**config.mk**
```make
export PLATFORM = sky130hd
export DESIGN_NAME = rom_fetch_unit
export DESIGN_NICKNAME = d
export VERILOG_FILES = /design/src/rtl/rom_fetch_unit.sv
export SDC_FILE = /design/constraint.sdc
export NUM_CORES = 1
export LEC_CHECK = 0
export ABC_AREA = 1
export CORE_MARGIN = 1.5
export CORE_UTILIZATION = 51
export CTS_CLUSTER_SIZE = 28
export DETAILED_ROUTE_END_ITERATION = 8
export GPL_TIMING_DRIVEN = 1
export PLACE_DENSITY = 0.83
export SYNTH_ARGS = -nofsm -noshare
export SYNTH_HDL_FRONTEND = slang
export SYNTH_SLANG_ARGS = --single-unit
export TNS_END_PERCENT = 20
```
**constraint.sdc**
```tcl
create_clock -name CLK -period 2.9 [get_ports CLK]
set_input_delay 0.29 -clock CLK [delete_from_list [all_inputs] [get_ports CLK]]
set_output_delay 0.29 -clock CLK [all_outputs]
set_load 0.03 [all_outputs]
```
**src/rtl/rom_fetch_unit.sv**
```systemverilog
// rom_fetch_unit: instruction-byte prefetcher for a 1-cycle-latency ROM.
// Keeps a 2-entry {addr,data} buffer topped up with a credit rule so the
// buffer cannot overflow, and redirects on JUMP with a single-cycle bubble.
module rom_fetch_unit #(
  parameter logic [7:0] RESET_ADDR = 8'h00
) (
  input  logic       CLK,
  input  logic       RESET_N,
  output logic [7:0] ROM_ADDR,
  input  logic [7:0] ROM_DATA,
  input  logic       JUMP,
  input  logic [7:0] JUMP_ADDR,
  output logic [7:0] INSTR,
  output logic [7:0] INSTR_ADDR,
  output logic       INSTR_VALID,
  input  logic       INSTR_READY
);

  logic [7:0]  pc;
  logic        inflight;
  logic [7:0]  inflight_addr;

  // Shift-style buffer: entry 0 is the head. Empty entries are held at zero,
  // so the head register drives INSTR/INSTR_ADDR directly.
  logic        v0, v1;
  logic [15:0] e0, e1;

  logic        n_v0, n_v1;
  logic [15:0] n_e0, n_e1;

  logic        pop;
  logic        issue;
  logic [2:0]  occupancy;

  // ROM address mux: jump target bypasses PC in the redirect cycle
  always_comb begin
    ROM_ADDR = JUMP ? JUMP_ADDR : pc;
  end

  // Credit check: buffered + in-flight entries after this edge's pop must leave room
  always_comb begin
    pop       = v0 & INSTR_READY & ~JUMP;
    occupancy = {2'b00, v0} + {2'b00, v1} + {2'b00, inflight} - {2'b00, pop};
    issue     = ~JUMP & (occupancy < 3'd2);
  end

  // Next buffer contents for a non-jump edge: pop shifts first, then the
  // returning ROM byte lands in the first free slot
  always_comb begin
    n_v0 = v0;
    n_v1 = v1;
    n_e0 = e0;
    n_e1 = e1;
    if (pop) begin
      n_v0 = v1;
      n_e0 = e1;
      n_v1 = 1'b0;
      n_e1 = '0;
    end
    if (inflight) begin
      if (!n_v0) begin
        n_v0 = 1'b1;
        n_e0 = {inflight_addr, ROM_DATA};
      end else begin
        n_v1 = 1'b1;
        n_e1 = {inflight_addr, ROM_DATA};
      end
    end
  end

  // Fetch state: reset beats jump, jump flushes everything and refetches
  always_ff @(posedge CLK) begin
    if (!RESET_N) begin
      pc            <= RESET_ADDR;
      inflight      <= 1'b0;
      inflight_addr <= '0;
      v0            <= 1'b0;
      v1            <= 1'b0;
      e0            <= '0;
      e1            <= '0;
    end else if (JUMP) begin
      pc            <= JUMP_ADDR + 8'd1;
      inflight      <= 1'b1;
      inflight_addr <= JUMP_ADDR;
      v0            <= 1'b0;
      v1            <= 1'b0;
      e0            <= '0;
      e1            <= '0;
    end else begin
      v0 <= n_v0;
      v1 <= n_v1;
      e0 <= n_e0;
      e1 <= n_e1;
      if (issue) begin
        inflight      <= 1'b1;
        inflight_addr <= pc;
        pc            <= pc + 8'd1;
      end else begin
        inflight      <= 1'b0;
      end
    end
  end

  assign INSTR_VALID = v0;
  assign INSTR_ADDR  = e0[15:8];
  assign INSTR       = e0[7:0];

endmodule

```
# [After elaboration in Yosys (flattened, before gate mapping)]
# Cells that the tools add are included.
[op_classes] magnitude_cmp=1 addsub=5 n_reduce_logical=2 bitwise_logic=5 muxes=18
[ops] op="2-to-1 mux 16 bit" count=6
[ops] op="2-to-1 mux 8 bit" count=5
[ops] op="adder 8 x 1 -> 8 bit (second input constant)" count=2
[ops] op="2-to-1 mux 1 bit" count=7
[ops] op="adder 2 x 1 -> 3 bit" count=1
[ops] op="bitwise AND 1 bit" count=3
[ops] op="< comparator 3 x 2 -> 1 bit (second input constant)" count=1
[ops] op="subtractor 3 x 1 -> 3 bit" count=1
[ops] op="adder 1 x 1 -> 2 bit" count=1
[ops] op="NOT 1 bit" count=2
[ops] op="nonzero test 2 bit" count=1
[ops] op="OR reduction 2 bit" count=1
[totals] regBits=51 word_cells=38 out_inout_bits=25 input_bits=20

# [Logic depth before layout (Yosys ltp)]
# Gate-level depths: netlist of run 1.
[depth] depth_word=7 mapped_depth=16

# [Worst setup path after synthesis of run 1]
# OpenSTA, ideal clock, no wires.
[synth_timing] path_type="reg-to-reg" from="register v0, in the netlist INSTR_VALID" to="register inflight_addr[5]" setup_ps=119 path_buffers=2 arrival_ps=2130 path_slack_ps=651 path_stages_with_launch=14 cell_sequence="dfxtp_1 nand3_4 clkinv_2 buf_6 ha_1 inv_1 ha_1 nand2_1 inv_1 o21ai_4 nand3_4 buf_6 o21ai_0 a21oi_1"
[synth_between] elab_chain_len=6 word_cells_on_any_way=8
[synth_lines] element="from (decl)" line="25" source="logic v0, v1;"
[synth_lines] element="from (signal assigned)" line="90" source="v0 <= n_v0;"
[synth_lines] element="adder 1 x 1 -> 2 bit or bitwise AND 1 bit (tied branches)" line="43, 42"
[synth_lines] element="adder 2 x 1 -> 3 bit or bitwise AND 1 bit (tied branches)" line="43, 42"
[synth_lines] element="subtractor 3 x 1 -> 3 bit *" line="43" source="occupancy = {2'b00, v0} + {2'b00, v1} + {2'b00, inflight} - {2'b00, pop};"
[synth_lines] element="< comparator 3 x 2 -> 1 bit *" line="44" source="issue = ~JUMP & (occupancy < 3'd2);"
[synth_lines] element="bitwise AND 1 bit *" line="44"
[synth_lines] element="nonzero test 2 bit (no source line) *"
[synth_lines] element="to (signal assigned)" line="96" source="inflight_addr <= pc;"
[synth_lines] element="to (decl)" line="21" source="logic [7:0] inflight_addr;"
# Mark *: on every way between the ends. The rest lies on a longest branch, timed or not.
# A chain may end at the register's enable or synchronous reset.

# [Final worst setup path of run 1]
[layout_timing] from="input JUMP" to="output ROM_ADDR[0]"
[layout_between] elab_chain_len=1
[layout_lines] element="from (decl)" line="11" source="input logic JUMP,"
[layout_lines] element="2-to-1 mux 8 bit" line="37" source="ROM_ADDR = JUMP ? JUMP_ADDR : pc;"
[layout_lines] element="to (decl)" line="9" source="output logic [7:0] ROM_ADDR,"
# No other way between the ends.

==> key figures, run 1 <==
Finish
  – Nets: 375
  – Final core occ: 65.9%
  – Area Growth Syn to Fin: 22.9%
  – Final Cell Area: 2910 µm²
  – N_diodes: 0
  – Share of cells above drive strength 1: between 10% and 20%
  – Final Instance Count excl. Fillers: just over 400

Timing
  – Max Clock Freq: about 430 MHz
  – Max Slew Vio Count: 0
  – Max-slew headroom: 65.6%
  – Crit path time final: 2.30 ns
  – TNS Setup: 0 ns
  – Worst hold margin: approximately 0.47 ns
  – Final Setup Violations: 0
  – Fin worst setup slack: ~0.6 ns
  – Crit share post-route: between 70% and 80%
  – RSZ-0062 raised after global routing: no
  – Setup Skew: between 0.006 and 0.007 ns
  – Slew @ Worst Pin: 0.514 ns
  – Hold Fails Final Rpt: 0

Floorplan
  – Die width: between 70 and 80 µm
  – Ports: 45
  – Row count: 24
  – Starting density of the core: a little over half
  – DIE HEIGHT: just over 70 µm
  – Die outline area: 5060 µm²
  – Core ar.: approximately 4400 µm²

Synthesis
  – Synth cell types: 30
  – Yosys warns: 0
  – Main flop type after synthesis: dfxtp_1
  – Netlist Area Pre-Place: about 2400 µm²
  – Flops & latches, synth: slightly above 50
  – Avg Cell Area, Syn: 7.56 µm²
  – FFs w/ async S/R, synth: 0%
  – EDFF count, synth: 0
  – Synth Instances: roughly 310
  – Post-Synthesis Net Count: around 340
  – Seq/Total Area, Yosys: 43.1%

Setup path
  – Worst Path Buf+Inv: 4
  – Critical path's top delay family: buffers and inverters
  – Crit-path cells: clkdlybuf4s50_1, buf_4, nand2_1, o21ai_1, inv_1, clkdlybuf4s50_1
  – CP peak stage delay: ~0.62 ns
  – WP data required: around 2.6 ns
  – Slowest CP cell: clkdlybuf4s50_1
  – CP dominant cell by count: clkdlybuf4s50_1
  – CP Capture Type: output port
  – Critical Path AT: 2.01 ns
  – Crit path kind: input pin to output port
  – Type of origin of the critical path: input pin
  – Critical Path Fanout Max: 10

GRT
  – Tot GR Track Use: between 20% and 30%
  – Largest net degree at the start of global routing: 34
  – First-pass GRT wire length: about 8400 µm
  – Initial antenna violation count: 0
  – Vias in the first global route: roughly 2,000
  – GR Overflow Total: 0

Job
  – Maximum capacitance violations: 0

Power and ir drop
  – Power Total: around 1.5 mW
  – Power per cell area: around 520 nW/µm²
  – Leakage: 1.18 nW
  – VDD IR max: roughly 0.36 mV

Clock network
  – Htree depth: 2
  – CTS sink cnt: between 50 and 60
  – CTS Hold Bufs: 0
  – CTS tree: built
  – CTS clock-pin slew for the worst setup and hold paths: about 0.090 ns
  – Post_cts resized: 0
  – Post-CTS setup buffers: 0
  – Max clock buf depth: 2
  – CTS Buf Count: 5
  – Root Buffer: clkbuf_8
  – Worst-skew pair later-pin latency: around 0.30 ns

Drt
  – WL per Instance: around 12 µm
  – DR pass1 iterations: 4
  – Total wire length: 4770 µm
  – Vias per cell: about 5.2
  – Starting DRT DRC Count: ~140
  – Post-DRT Antenna Nets: 0
  – Number of remaining DRC errors: 0
  – Total number of vias: about 2,100

Placement
  – I/O Buffers: 44
  – Dpl cells: approximately 400
  – Post-DP Area: 2800 µm²
  – Placement Setup Slack: between 0.2 and 0.3 ns
  – HPWL after detailed placement: roughly 3100 µm
  – RD Place Congestion: approximately 0.81

Hold path
  – Hold WC Path Type: register to register

Run status
  – Status: completed
==> per-layer routing <==
layer  track usage, %  part of all wire (%)  vias up
met4             5.24                     0        0
li1                 -                     -     1107
met3             4.84                   5.4        0
met1             26.5                    46      924
met2             33.0                    48       57
met5                0                     0        -
==> area by class of cell <==
type | instances | area (µm²)
multi-input combinational | 217 | 1120
fill | 372 | 1510
clock inverter | 3 | 43.8
sequential | 51 | 1020
timing repair buffer | 50 | 485
tap | 52 | 65.1
inverter | 27 | 103
clock buffer | 5 | 68.8
==> cell usage in the layout, fill, tap and decap left out, drive strengths merged, types with 5 or more instances in the layout <==
cell type / count
a31oi: 11
nor2: 15
nand2: 89
o211a: 5
o21ai: 43
a21oi: 27
clkbuf: 5
dfxtp: 51
buf: 6
nand3: 17
clkdlybuf4s50: 44
inv: 26
==> cell families (layout without fill, tap and decap cells) <==
family	count (synthesis)	in the layout	share of synthesized area [%]
flip-flops	51	51	43.1
AND/OR/NAND/NOR	128	128	25.4
buffers and inverters	45	85	9.46
AO/OA/AOI/OAI	86	86	20.5
adder cells (fa/ha/maj)	3	3	1.59
==> worst register-to-register path: cells and delay by family (launching register included) <==
family	cells	cell delay (ns)
AO/OA/AOI/OAI	1	0.17
adder cells (fa/ha/maj)	2	0.52
buffers and inverters	4	0.21
flip-flops	1	0.37
AND/OR/NAND/NOR	5	0.80
==> path summary, 6_finish.rpt <==
path	from	endpoint	slack, ns	cells after the start
worst max-delay path	JUMP	ROM_ADDR[0]	0.60	6
worst min-delay path	e1[5]	e1[5]	0.47	2
worst max register to register	INSTR_VALID	pc[4]	0.74	12
worst min register to register	e1[5]	e1[5]	0.47	2
==> synth_stat cells, types with 2 or more instances <==
master   number  area share, %
a21oi_1      27            5.7
a31oi_1      11            2.9
buf_2         9            1.9
buf_4         3           0.95
buf_6         4            1.9
dfxtp_1      51             43
ha_1          3            1.6
inv_1        21            3.3
inv_2         5           0.79
nand2_1      76             12
nand2_2      11            2.9
nand2_4       2           0.95
nand3_1      15            3.2
nand3_4       2            1.5
nand4_1       3           0.79
nor2_1       12            1.9
nor2_2        2           0.53
o211a_1       5            2.1
o21ai_0      26            5.5
o21ai_1      15            3.2
==> power by group <==
part           leakage [nW]  internal, mW  switching [mW]
Clock                0.0581         0.257           0.236
Sequential            0.417         0.734          0.0208
Combinational         0.705         0.108           0.155
==> registers in the layout, indices dropped and copies added, names as in the netlist <==
name and flops:
INSTR_VALID 1, e0 16, e1 16, inflight 1, inflight_addr 8, pc 8
v1 1
(Power assumes the default switching activity.)
==> run 2, diff against run 1 <==
- CORE_UTILIZATION: 51 -> 46
- PLACE_DENSITY: 0.83 -> 0.79
- clock period: 2.9 -> 2.05 ns (I/O delays scaled with it)
==> run 2 against run 1 <==
Compared with the run above: flip-flop and latch count did not move; combinational power rose by 52%; final area rose by 5.6%; clock skew rose by 0.0029 ns; clock-buffer cell count rose by 1; register-to-register slack got worse by 0.61 ns; power rose by 37%; non-clock buffer count rose by 12; critical path depth rose by 6; largest cell class unchanged; worst hold slack got worse by 0.099 ns; sequential share of layout area fell by 1.7 points; via count rose by 4.7%.
==> key figures, run 2 (same netlist as run 1, synthesis figures left out) <==
Setup path
  – Slowest CP cell: dfxtp_4
  – Crit-path cells: nand3_4, clkinv_4, ha_4, inv_2, ha_4, nand2_2, inv_2, o21ai_4, nand3_4, buf_4, o21ai_1, nor2_1
  – CP Capture Type: register
  – Critical path's top delay family: adder cells
  – WP data required: 2.26 ns
  – Critical Path AT: 2.14 ns
  – CP peak stage delay: 0.37 ns
  – Worst setup startpoint: INSTR_VALID
  – Worst Path Buf+Inv: 4
  – Type of origin of the critical path: register
  – Critical Path Fanout Max: 7
  – Crit path kind: register to register
  – Reg-to-reg critical path startpoint: INSTR_VALID

Floorplan
  – Die width: about 75 µm
  – Core ar.: 4850 µm²
  – Starting density of the core: 48.8%
  – Row count: 25
  – Die outline area: approximately 5600 µm²
  – DIE HEIGHT: 74.7 µm
  – Ports: 45

Clock network
  – Root Buffer: clkbuf_8
  – Htree depth: 2
  – Worst-skew pair later-pin latency: ~0.3 ns
  – CTS Hold Bufs: 0
  – CTS tree: built
  – Max clock buf depth: 2
  – CTS sink cnt: 51
  – CTS Buf Count: 5
  – CTS clock-pin slew for the worst setup and hold paths: roughly 0.1 ns

Job
  – Maximum capacitance violations: 0

Drt
  – Total number of vias: roughly 2,200
  – Vias per cell: 5.05
  – Number of remaining DRC errors: 0
  – Total wire length: between 5000 and 6000 µm
  – DR pass1 iterations: 4
  – Post-DRT Antenna Nets: 0
  – WL per Instance: roughly 12 µm
  – Starting DRT DRC Count: between 100 and 150

Placement
  – Dpl cells: around 420
  – RD Place Congestion: between 0.8 and 0.9
  – Post-DP Area: slightly below 3000 µm²
  – HPWL after detailed placement: between 3000 and 4000 µm
  – I/O Buffers: 44

Power and ir drop
  – Clock Power Share: about 29%
  – Int Pwr: roughly 1.5 mW
  – Leakage: between 1 and 1.5 nW
  – Flop pwr share: between 50% and 60%
  – Power per cell area: around 670 nW/µm²
  – Sw Ratio: approximately 28%
  – VDD IR max: around 0.34 mV
  – Switch Pwr: 0.587 mW
  – Combinational Power Share: around a fifth
  – Power Total: approximately 2.1 mW

Finish
  – Nets: about 390
  – Commonest non-fill, non-tap cells in the layout: nand2_1, dfxtp_1, clkdlybuf4s50_1
  – N_diodes: 0
  – Final Instance Count excl. Fillers: roughly 430
  – Fill cells: between 400 and 500
  – Commonest non-fill, non-tap cell in the layout: nand2_1
  – Top Registers: e0 (16), e1 (16)
  – Area Growth Syn to Fin: 29.8%
  – Final Cell Area: just over 3000 µm²
  – Share of cells above drive strength 1: 19.1%

Hold path
  – Hold WC Path Type: input pin to register
  – Min-delay src: INSTR_READY

Timing
  – Max Slew Vio Count: 0
  – Slew @ Worst Pin: around 0.33 ns
  – Setup Skew: between 0.009 and 0.01 ns
  – Max Clock Freq: slightly above 500 MHz
  – Max-slew headroom: about four fifths
  – RSZ-0062 raised after global routing: no
  – Crit path time final: approximately 1.9 ns
  – Crit share post-route: a little over nine tenths
  – Hold Fails Final Rpt: 0
  – Final Setup Violations: 0

Run status
  – Status: completed

GRT
  – Initial antenna violation count: 0
  – Largest net degree at the start of global routing: 34
  – Vias in the first global route: approximately 2,000
  – Tot GR Track Use: around 20%
  – GR Overflow Total: 0
  – First-pass GRT wire length: between 8000 and 9000 µm
run 2: final cells by class:
cell class | count | area, µm² | area share, %
inverter | 27 | 109 | 3.54
multi-input combinational | 218 | 1170 | 37.9
clock buffer | 6 | 82.6 | 2.69
sequential | 51 | 1030 | 33.4
clock inverter | 2 | 15.0 | 0.489
timing repair buffer | 62 | 591 | 19.2
tap | 67 | 83.8 | 2.73
run 2: worst paths after layout:
kind,end,slack (ns),depth (start not counted)
setup / recovery,inflight_addr[2],0.13,12
hold / removal,INSTR_VALID,0.37,4
setup reg to reg,inflight_addr[2],0.13,12
hold reg to reg,e1[12],0.47,2
run 2: stage by stage:
| stage | setup WS (ns) | setup TNS, ns | utilization, % | hold WS [ns] |
|---|---|---|---|---|
| CTS | 0.000640 | 0 | 62.4 | 0.469 |
| detailed placement | -0.323 | -4.12 | 60.4 | 0.455 |
| global placement | -0.235 | -2.73 | 60.4 | 0.448 |
| global route | 0.0121 | 0 | 63.4 | 0.420 |
| finish | 0.125 | 0 | 63.4 | 0.366 |
| floorplan | 0.0244 | 0 | - | 0.338 |
run 2: per-layer routing:
| metal | global-route usage, % | part of all wire, % | wire length, µm | up-vias |
|---|---|---|---|---|
| met2 | 36.4 | 49 | 2560 | 58 |
| li1 | - | - | - | 1146 |
| met3 | 4.02 | 4.9 | 254 | 6 |
| met1 | 24.1 | 45 | 2340 | 977 |
| met4 | 5.45 | 1.1 | 56 | 0 |
| met5 | 0 | 0 | 0 | - |
run 2: timing repair:
action                     in CTS  in global routing
pin swaps                       0                  4
buffers inserted                0                  2
gates resized for setup         1                  8
cloned                          0                  1
setup endpoints to repair       1                  8
run 2: power by group through the flow:
stage / logic (mW) / clock network [mW] / registers, mW
after global routing: 0.442 / 0.670 / 1.08
after global placement: 0.385 / 0 / 1.09
after CTS: 0.395 / 0.621 / 1.07
after floorplan: 0.218 / 0 / 1.11
after detailed placement: 0.394 / 0 / 1.09
final: 0.401 / 0.602 / 1.07
run 2: tightest hold or removal path: cells and delay by family:
kind	cells	cell delay, ns
simple gates	2	0.21
compound gates	1	0.07
buf+inv	1	0.15
